### src/rtl/mux3.sv
// mux3: 3-input WIDTH-bit data selector with a sticky invalid-select monitor.
//
// y is purely combinational. Select code 2'b11 is invalid but still
// forwards d2, so a 10 -> 11 transition with stable d2 leaves y unchanged.
// sel_err latches any clock edge that samples s == 2'b11 and holds it until
// reset_n is asserted.
//
// Build option: define MUX3_REG_OUT_EN to make y_q a 1-cycle registered copy
// of y. With the macro undefined, y_q is a plain wire equal to y.
module mux3 #(
    parameter int WIDTH = 32
) (
    input  logic [WIDTH-1:0] d0,
    input  logic [WIDTH-1:0] d1,
    input  logic [WIDTH-1:0] d2,
    input  logic [1:0]       s,
    output logic [WIDTH-1:0] y,
    input  logic             clk,
    input  logic             reset_n,
    output logic             sel_err,
    output logic [WIDTH-1:0] y_q
);

    // Combinational select; codes 10 and 11 both forward d2, while an
    // unknown select falls to the default and propagates X in simulation.
    always_comb begin
        case (s)
            2'b00:   y = d0;
            2'b01:   y = d1;
            2'b10:   y = d2;
            2'b11:   y = d2;
            default: y = {WIDTH{1'bx}};
        endcase
    end

    // Sticky flag: set by any edge that samples the invalid code, cleared
    // only by reset.
    always_ff @(posedge clk or negedge reset_n) begin
        if (!reset_n) begin
            sel_err <= 1'b0;
        end else if (s == 2'b11) begin
            sel_err <= 1'b1;
        end
    end

`ifdef MUX3_REG_OUT_EN
    // Registered copy of y, one flop per bit.
    for (genvar gi = 0; gi < WIDTH; gi++) begin : g_yq
        // Load y[gi] every edge; cleared asynchronously by reset.
        always_ff @(posedge clk or negedge reset_n) begin
            if (!reset_n) begin
                y_q[gi] <= 1'b0;
            end else begin
                y_q[gi] <= y[gi];
            end
        end
    end
`else
    // Unregistered build: y_q is simply y, unaffected by reset.
    assign y_q = y;
`endif

endmodule

### config.mk
export PLATFORM = sky130hd
export DESIGN_NAME = mux3
export DESIGN_NICKNAME = d
export VERILOG_FILES = /design/src/rtl/mux3.sv
export SDC_FILE = /design/constraint.sdc
export NUM_CORES = 1
export LEC_CHECK = 0
export ABC_CLOCK_PERIOD_IN_PS = 1200
export CAP_MARGIN = 20
export CORE_AREA = 2 2 64 66
export CTS_CLUSTER_SIZE = 28
export DETAILED_ROUTE_END_ITERATION = 10
export DIE_AREA = 0 0 66 68
export DONT_BUFFER_PORTS = 1
export GPL_TIMING_DRIVEN = 1
export HOLD_SLACK_MARGIN = 0.05
export SYNTH_ARGS = -nofsm -noshare
export SYNTH_HDL_FRONTEND = slang
export SYNTH_SLANG_ARGS = --single-unit
### constraint.sdc
create_clock -name clk -period 1.2 [get_ports clk]
set_input_delay 0.3 -clock clk [delete_from_list [all_inputs] [get_ports clk]]
set_output_delay 0.3 -clock clk [all_outputs]
set_load 0.02 [all_outputs]
==> reports/metrics.csv, run 1 <==
stage,metric,value,unit
outcome,status,"complete, no violations",
routing,routed length per instance,16.0,um
logic_synthesis,mapped cell area,978,um2
logic_synthesis,largest area contributor in the netlist,mux2i_1,
logic_synthesis,Synth Area per Inst,6.94,um2
die,die height,68,um
routing,ANT nets after route,0,
routing,initial DRC count,10,
routing,DR vias/cell,5.19,
routing,detailed-route via count,830,
critical_path,CP Capture Type,primary output,
critical_path,CP required,0.90,ns
min_path,WHS Path Cells,1,
logic_synthesis,"Net Count, Synth",241,
cts,worst skew pair latency,0,ns
sta,Max-slew headroom,0.770,
sta,setup TNS,0,ns
global_route,grt ovf,0,
placed_design,PortBufs,0,
sta,Fin. Hold Viols,0,
placed_design,Post-DP Area,1140,um2
routing,1st-pass router iterations,4,
global_route,initial antenna violation count,0,
placed_design,Final Wtd Congestion,0.644,
logic_synthesis,Synth top area share,0.327,
sta,unrepaired setup endpoints after global routing,false,
die,std cell rows,23,
cts,Post-CTS Setup Bufs,0,
finish,"Design Area, Final",1150,um2
sta,Hold WS,0.427,ns
routing,DRT Wirelength,2560,um
logic_synthesis,register bit total from synthesis,1,
critical_path,max incr delay on CP,0.31,ns
logic_synthesis,Gate Count Post-Synth,141,
logic_synthesis,"Seq/Total Area, Yosys",0.0256,
critical_path,CP Launch Type,input pin,
placed_design,Placement Setup Slack,0.114,ns
critical_path,Setup crit start,s[0],
finish,number of flip-flops in the largest register,1,
die,Placeable Area,3860,um2
cts,post-cts resize count,0,
finish,fin nets,212,
sta,final period utilization,0.907,
min_path,worst min-delay path category,in2reg,
critical_path,"Max FO, Critical Path",33,
critical_path,critical path's top delay family,compound AO/OA/AOI/OAI gates,
die,Chip Width,66,um
finish,Reg with most FFs,sel_err,
critical_path,reg-to-reg startpoint,sel_err,
sta,Final min period,1.09,ns
finish,post-layout util,0.299,
logic_synthesis,synth warn,0,
finish,top flop regs,sel_err (1),
sta,fmax,919,MHz
pwr,highest ir drop seen on vdd,0.253,mV
sta,Setup Skew,0,ns
critical_path,WP depth,2,
cts,clk slew on worst S/H paths,0,ns
logic_synthesis,count of different cell masters after synthesis,11,
critical_path,CP max-delay cell,o21ai_4,
die,I/O pin count,165,
die,die area,4490,um2
finish,antenna cells,0,
critical_path,Worst Setup Path Type,in2out,
critical_path,crit path buf inv count,0,
critical_path,R2R depth,1,
die,Starting Density,0.254,
pwr,Power Dens Cells,586,nW/um2
finish,layout cell share with drive strength beyond 1,0.491,
global_route,number of global-route vias before repair,794,
run,Max Cap Viol,0,
logic_synthesis,largest cells by area after synthesis,"mux2i_1 (33%), buf_4 (25%), o21ai_1 (15%), nand2_1 (12%), buf_12 (6.1%)",
finish,Layout area overhead,17.9,%
global_route,first-pass GRT wire length,3220,um
critical_path,Critical Path AT,0.79,ns
sta,Final WS setup,0.112,ns
routing,DRC,0,
sta,max-slew violations,0,
placed_design,DP Wirelength,2160,um
cts,hold_buf cts,1,
min_path,HP Start,s[1],
global_route,largest net degree at the start of global routing,66,
global_route,GRT Util Overall,0.0866,
sta,endpoints failing setup,0,
critical_path,CP Cell Sequence,mux2i_4 > o21ai_4,
pwr,Pleak,0.432,nW
sta,Slew @ Worst Pin,0.344,ns
## area by class of cell
cell class,instances,area (um2)
well taps,50,62.6
repair buffers,12,130
flip-flops and latches,1,25.0
multi-input cells,97,936
fillers,407,2700
## cells in the mapped netlist
cell type	n
o21ai_1	29
buf_2	6
mux2i_1	32
o21ai_0	3
nand2_1	32
buf_6	1
a21o_1	1
clkbuf_1	1
dfrtp_1	1
buf_4	32
buf_12	3
## logic make-up (layout without fill, tap and decap cells)
| group | after synthesis | in the layout | synth area share |
|---|---|---|---|
| and+or+nand+nor | 32 | 32 | 0.123 |
| muxes | 32 | 32 | 0.327 |
| DFF | 1 | 1 | 0.0256 |
| AOI/OAI and AO/OA | 33 | 33 | 0.171 |
| buffers and inverters | 43 | 12 | 0.353 |
## power by group
group	leakage (nW)	internal, W	switching (W)
sequential	0.00875	0.0000343	0.000000000129
clock	0	0	0
combinational	0.423	0.000230	0.000411
total	0.432	0.000265	0.000411
## metal layers
metal	global-route usage	up-vias	routed length [um]	share of wire
met5	0	-	0	0
met2	0.169	69	1370	0.53
li1	-	390	-	-
met1	0.0975	365	874	0.34
met4	0.0128	0	20	0.0078
met3	0.0197	6	295	0.12
## placed cells by master, fill, tap and decap left out
cell type,netlist,final
nand2_1,32,32
o21ai_4,0,21
mux2i_1,32,20
mux2i_2,0,11
o21ai_2,0,10
buf_4,32,8
buf_12,3,3
mux2i_4,0,1
o21ai_1,29,1
a21o_1,1,1
dlygate4sd3_1,0,1
dfrtp_1,1,1
## worst paths after layout
check	to	slack, ns
worst min-delay path	sel_err	0.43
worst max register to register	sel_err	0.46
worst min register to register	sel_err	0.59
min in group asynchronous	sel_err	0.52
max in group asynchronous	sel_err	0.58
worst max-delay path	y[28]	0.11
## stage by stage
stage	std cells	total power, W
after floorplan	141	0.000822
after global placement	159	0.000673
after detailed placement	159	0.000678
after CTS	160	0.000682
after global routing	160	0.000713
final	160	0.000676
Power figures use the tool's default switching activity.
==> run 2: changes to the inputs <==
--- a/config.mk
+++ b/config.mk
@@ -5,7 +5,7 @@
 export SDC_FILE = /design/constraint.sdc
 export NUM_CORES = 1
 export LEC_CHECK = 0
-export ABC_CLOCK_PERIOD_IN_PS = 1200
+export ABC_CLOCK_PERIOD_IN_PS = 1100
 export CAP_MARGIN = 20
 export CORE_AREA = 2 2 64 66
 export CTS_CLUSTER_SIZE = 28
==> constraint.sdc (replaced) <==
create_clock -name clk -period 1.1 [get_ports clk]
set_input_delay 0.275 -clock clk [delete_from_list [all_inputs] [get_ports clk]]
set_output_delay 0.275 -clock clk [all_outputs]
set_load 0.02 [all_outputs]
==> run 2 against run 1 <==
Utilization is 1.8 points higher. Wire length is 0.98% higher. Clock skew unchanged. Final cell count increased by 4.4%. Total power increased by 16%. Sequential power is 9.3% higher. Worst setup slack got worse by 0.038 ns. Via count increased by 6.6%. Largest cell class unchanged.
==> reports/metrics.csv, run 2 (synthesis results as in run 1) <==
stage,metric,value,unit,change
finish,number of flip-flops in the largest register,1,,unchanged
sta,Slew @ Worst Pin,0.333,ns,-0.0108 ns
pwr,Pleak,0.472,nW,+9.2%
routing,ANT nets after route,0,,unchanged
routing,DRT Wirelength,2580,um,+0.98%
finish,fin nets,219,,+3.3%
finish,top flop regs,sel_err (1),,
finish,Layout area overhead,24.9,%,
pwr,Power Dens Cells,641,nW/um2,+9.5%
critical_path,critical path's top delay family,compound AO/OA/AOI/OAI gates,,
min_path,WHS Path Cells,1,,unchanged
critical_path,CP max-delay cell,o21ai_4,,
min_path,HP Start,s[0],,
critical_path,Worst Setup Path Type,in2out,,
critical_path,r2r endpoint,sel_err,,
finish,Reg with most FFs,sel_err,,
finish,antenna cells,0,,unchanged
die,std cell rows,23,,unchanged
routing,DRC,0,,unchanged
min_path,Hold EP,sel_err,,
routing,routed length per instance,15.5,um,-3.3%
critical_path,Critical Path AT,0.75,ns,-0.04 ns
critical_path,R2R Setup Slk,0.37,ns,-0.09 ns
finish,Filler Cell Count,402,,-1.2%
die,I/O pin count,165,,unchanged
sta,final period utilization,0.933,,
pwr,highest ir drop seen on vdd,0.360,mV,+43%
global_route,met1 Track Usage GR,0.0991,,+0.00158
critical_path,crit path buf inv count,0,,unchanged
critical_path,R2R depth,1,,unchanged
die,die area,4490,um2,unchanged
critical_path,CP Launch Type,input pin,,
critical_path,CP Cell Sequence,mux2i_4 > o21ai_4,,
sta,Fin. Hold Viols,0,,unchanged
global_route,M3 GR Usage,0.0115,,-0.00822
routing,initial DRC count,23,,+13
global_route,first-pass GRT wire length,3530,um,+9.6%
cts,post-cts resize count,0,,unchanged
critical_path,CP Capture Type,primary output,,
global_route,initial antenna violation count,0,,unchanged
sta,Final min period,1.03,ns,
die,Starting Density,0.254,,unchanged
sta,Max-slew headroom,0.777,,+0.00722
finish,"most common cell after layout, fill and taps aside",nand2_1,,
routing,1st-pass router iterations,4,,unchanged
finish,"Design Area, Final",1220,um2,+6.0%
die,Chip Width,66,um,unchanged
placed_design,Post-DP Area,1210,um2,+6.0%
critical_path,reg-to-reg startpoint,sel_err,,
sta,Hold WS,0.404,ns,-0.0235 ns
placed_design,Final Wtd Congestion,0.655,,+1.8%
sta,unrepaired setup endpoints after global routing,false,,
critical_path,CP required,0.82,ns,-0.08 ns
sta,fmax,974,MHz,
global_route,GRT Util Overall,0.0930,,+0.00645
critical_path,max incr delay on CP,0.31,ns,about the same
placed_design,Placement Setup Slack,0.0675,ns,-0.0461 ns
finish,layout cell share with drive strength beyond 1,0.530,,+0.0390
cts,worst skew pair latency,0,ns,unchanged
placed_design,PortBufs,0,,unchanged
sta,Setup Skew,0,ns,unchanged
die,Placeable Area,3860,um2,unchanged
min_path,worst min-delay path category,in2reg,,
outcome,status,"complete, no violations",,
routing,detailed-route via count,885,,+6.6%
global_route,largest net degree at the start of global routing,66,,unchanged
global_route,grt ovf,0,,unchanged
global_route,number of global-route vias before repair,848,,+6.8%
global_route,met2 Track Usage GR,0.202,,+0.0328
cts,clk slew on worst S/H paths,0,ns,unchanged
routing,DR vias/cell,5.30,,+2.2%
sta,endpoints failing setup,0,,unchanged
finish,"commonest cells after routing, fill and taps aside","nand2_1 (32), o21ai_4 (21), mux2i_1 (20)",,
critical_path,"Max FO, Critical Path",33,,unchanged
run,Max Cap Viol,0,,unchanged
die,die height,68,um,unchanged
cts,Post-CTS Setup Bufs,0,,unchanged
sta,max-slew violations,0,,unchanged
global_route,gr busiest metal,met2,,
sta,Final WS setup,0.0738,ns,-0.0384 ns
[run 2: cell types whose count changed in the layout (fill, tap and decap cells not counted), sizes merged]
| cell | before | now |
|---|---|---|
| buf | 11 | 18 |
[run 2: layout make-up]
cell class	instances	area (um2)	share of cell area
Tap cell	50	62.6	0.0512
Sequential cell	1	25.0	0.0205
Multi-Input combinational cell	97	940	0.769
Timing Repair Buffer	19	195	0.160
[run 2: layer usage]
layer / part of all wire / routed length, um
met5: 0 / 0
met2: 0.58 / 1500
met3: 0.083 / 215
met1: 0.33 / 855
met4: 0.0039 / 10
[run 2: what timing repair did]
action,CTS,global route
hold buffers,1,0
endpoints found under the hold margin,1,0
setup endpoints to repair,0,0
[run 2: how the worst max path moves through the flow]
| stage | end | depth (start not counted) | startpoint | slack (ns) |
|---|---|---|---|---|
| 2_1_floorplan | y_q[31] | 5 | s[0] | -0.28 |
| 3_3_place_gp | y[28] | 2 | s[0] | 0.07 |
| 3_5_place_dp | y[26] | 3 | s[0] | 0.07 |
| 4_1_cts | y[26] | 3 | s[0] | 0.07 |
| 5_1_grt | y_q[27] | 3 | s[0] | 0.04 |
| 6_report | y_q[28] | 2 | s[0] | 0.07 |
[run 2: report_power, final]
part	internal, W	switching [W]
sequential	0.0000375	0.000000000137
combinational	0.000286	0.000460
clock	0	0
[run 2: metrics by stage]
step	utilization	instances	setup TNS [ns]	total power, W
final	0.317	167	0	0.000784
after global routing	0.317	167	0	0.000825
after CTS	0.317	167	0	0.000790
after detailed placement	0.314	166	0	0.000786
after global placement	0.314	166	0	0.000773
after floorplan	-	141	-10.11	0.000899
==> run 3: changes to the inputs <==
--- a/config.mk
+++ b/config.mk
@@ -5,7 +5,7 @@
 export SDC_FILE = /design/constraint.sdc
 export NUM_CORES = 1
 export LEC_CHECK = 0
-export ABC_CLOCK_PERIOD_IN_PS = 1100
+export ABC_CLOCK_PERIOD_IN_PS = 1000
 export CAP_MARGIN = 20
 export CORE_AREA = 2 2 64 66
 export CTS_CLUSTER_SIZE = 28
@@ -14,6 +14,7 @@
 export DONT_BUFFER_PORTS = 1
 export GPL_TIMING_DRIVEN = 1
 export HOLD_SLACK_MARGIN = 0.05
+export REMOVE_ABC_BUFFERS = 1
 export SYNTH_ARGS = -nofsm -noshare
 export SYNTH_HDL_FRONTEND = slang
 export SYNTH_SLANG_ARGS = --single-unit
==> constraint.sdc (replaced) <==
create_clock -name clk -period 1 [get_ports clk]
set_input_delay 0.25 -clock clk [delete_from_list [all_inputs] [get_ports clk]]
set_output_delay 0.25 -clock clk [all_outputs]
set_load 0.02 [all_outputs]
==> run 3 against run 2 <==
Total power down 7.7%. Sequential share of layout area up 0.60 points. Wire length down 6.0%. Via count down 1.0%. Global-route usage down 1.3 points. Utilization down 7.2 points. Critical path depth up 1. Worst setup slack worse by 0.022 ns. Sequential power up 9.9%. Design area down 23%. Register-to-register slack worse by 0.10 ns. Combinational power down 8.6%. Highest routed layer unchanged.
==> reports/metrics.csv, run 3 (synthesis results as in run 1) <==
stage,metric,value,unit,change
global_route,GRT Util Overall,0.0802,,-0.0129
global_route,initial antenna violation count,0,,unchanged
routing,DRT Wirelength,2430,um,-6.0%
routing,DRC,0,,unchanged
finish,fin nets,233,,+6.4%
critical_path,"Max FO, Critical Path",33,,unchanged
sta,Final min period,0.948,ns,
critical_path,critical path's top delay family,multiplexers,,
placed_design,DP Wirelength,1990,um,
min_path,Hold EP,sel_err,,
global_route,first-pass GRT wire length,2920,um,-17%
die,I/O pin count,165,,unchanged
sta,unrepaired setup endpoints after global routing,false,,
critical_path,Critical Path AT,0.70,ns,-0.05 ns
pwr,sequential fraction of design power,0.057,,+0.009
placed_design,PortBufs,0,,unchanged
sta,Setup Skew,0,ns,unchanged
critical_path,R2R depth,1,,unchanged
finish,top flop regs,sel_err (1),,
die,Placeable Area,3860,um2,unchanged
sta,Max-slew headroom,0.852,,+0.0750
sta,Fin. Hold Viols,0,,unchanged
pwr,highest ir drop seen on vdd,0.313,mV,-13%
pwr,Combinational Power Share,0.943,,-0.009
finish,antenna cells,0,,unchanged
finish,Filler Cell Count,427,,+6.2%
routing,detailed-route via count,876,,-1.0%
sta,endpoints failing setup,0,,unchanged
critical_path,CP max-delay cell,mux2i_1,,
cts,clk slew on worst S/H paths,0,ns,unchanged
critical_path,CP Launch Type,input pin,,
pwr,Power Dens Cells,765,nW/um2,+19%
min_path,worst min-delay path category,in2reg,,
die,Chip Width,66,um,unchanged
routing,ANT nets after route,0,,unchanged
die,Starting Density,0.254,,unchanged
die,die area,4490,um2,unchanged
routing,routed length per instance,13.4,um,-13%
critical_path,reg-to-reg startpoint,sel_err,,
min_path,WHS Path Cells,1,,unchanged
routing,initial DRC count,23,,unchanged
global_route,grt ovf,0,,unchanged
finish,Layout area overhead,-3.32,%,
pwr,Psw,0.000432,W,-6.1%
critical_path,Setup crit start,s[0],,
pwr,Clk network pwr share,0,,unchanged
placed_design,Final Wtd Congestion,0.680,,+3.8%
critical_path,CP Capture Type,primary output,,
critical_path,R2R Setup Slk,0.27,ns,-0.10 ns
finish,number of flip-flops in the largest register,1,,unchanged
critical_path,CP Cell Sequence,mux2i_1 > o21ai_1 > buf_4,,
min_path,HP Start,s[0],,
finish,"commonest cells after routing, fill and taps aside","mux2i_1 (32), nand2_1 (32), buf_4 (32)",,
routing,DR vias/cell,4.84,,-8.7%
global_route,largest net degree at the start of global routing,66,,unchanged
global_route,number of global-route vias before repair,705,,-17%
sta,final period utilization,0.948,,
routing,1st-pass router iterations,4,,unchanged
run,Max Cap Viol,0,,unchanged
die,std cell rows,23,,unchanged
pwr,Pleak,0.474,nW,+0.56%
placed_design,Post-DP Area,936,um2,-23%
sta,Hold WS,0.386,ns,-0.0178 ns
finish,"Design Area, Final",946,um2,-23%
die,die height,68,um,unchanged
sta,Final WS setup,0.0516,ns,-0.0221 ns
sta,fmax,1050,MHz,
critical_path,CP required,0.75,ns,-0.07 ns
critical_path,r2r endpoint,sel_err,,
outcome,status,"complete, no violations",,
placed_design,Placement Setup Slack,0.0293,ns,-0.0382 ns
critical_path,Worst Setup Path Type,in2out,,
critical_path,crit path buf inv count,1,,+1
sta,max-slew violations,0,,unchanged
cts,post-cts resize count,0,,unchanged
finish,layout cell share with drive strength beyond 1,0.244,,-0.286
finish,Reg with most FFs,sel_err,,
sta,Slew @ Worst Pin,0.222,ns,-0.111 ns
pwr,internal power,0.000292,W,-9.9%
pwr,sw frac,0.597,,+0.0101
cts,worst skew pair latency,0,ns,unchanged
critical_path,max incr delay on CP,0.19,ns,-0.12 ns
## run 3: cell count changes in the layout (fill, tap and decap cells not counted), moves of 3 or more
| cell | change |
|---|---|
| o21ai_1 | +29 |
| o21ai_4 | -21 |
| buf_4 | +18 |
| mux2i_1 | +12 |
| mux2i_2 | -11 |
| o21ai_2 | -11 |
| buf_12 | -4 |
| o21ai_0 | +3 |
## run 3: metal layers
metal | routed length (um) | vias up | track usage
li1 | - | 430 | -
met1 | 779 | 357 | 0.0793
met2 | 1300 | 87 | 0.177
met3 | 341 | 2 | 0.0132
met4 | 6 | 0 | 0.00765
met5 | 0 | - | 0
## run 3: what timing repair did
| item | 4_1_cts | 5_1_grt |
|---|---|---|
| hold buffers | 1 | 0 |
| hold endpoints to repair | 1 | 0 |
| endpoints found under the setup margin | 0 | 0 |
| buffers inserted | 0 | 0 |
## run 3: power groups by stage
stage | Clock (W) | Combinational [W] | Sequential, W
floorplan | 0 | 0.000489 | 0.0000412
global placement | 0 | 0.000677 | 0.0000412
detailed placement | 0 | 0.000683 | 0.0000412
CTS | 0 | 0.000686 | 0.0000412
global route | 0 | 0.000735 | 0.0000412
finish | 0 | 0.000682 | 0.0000412
## run 3: how the worst max path moves through the flow
stage	to	slack (ns)	depth (start not counted)
after detailed placement	y[14]	0.03	3
after CTS	y[14]	0.04	3
after global routing	y_q[30]	0.002	3
after global placement	y[14]	0.04	3
after floorplan	y[27]	-0.48	2
final	y[14]	0.05	3
## run 3: layout make-up
cell class,instances,area (um2),share of cell area
Timing Repair Buffer,33,250,0.265
Sequential cell,1,25.0,0.0265
Multi-Input combinational cell,97,608,0.643
Tap cell,50,62.6,0.0661
## run 3: metrics by stage
stage | std cells | util | total power (W) | setup TNS [ns]
final | 181 | 0.245 | 0.000724 | 0
after global routing | 181 | 0.245 | 0.000776 | 0
after CTS | 181 | 0.245 | 0.000727 | 0
after floorplan | 98 | - | 0.000530 | -13.45
after global placement | 180 | 0.243 | 0.000719 | 0
after detailed placement | 180 | 0.243 | 0.000724 | 0
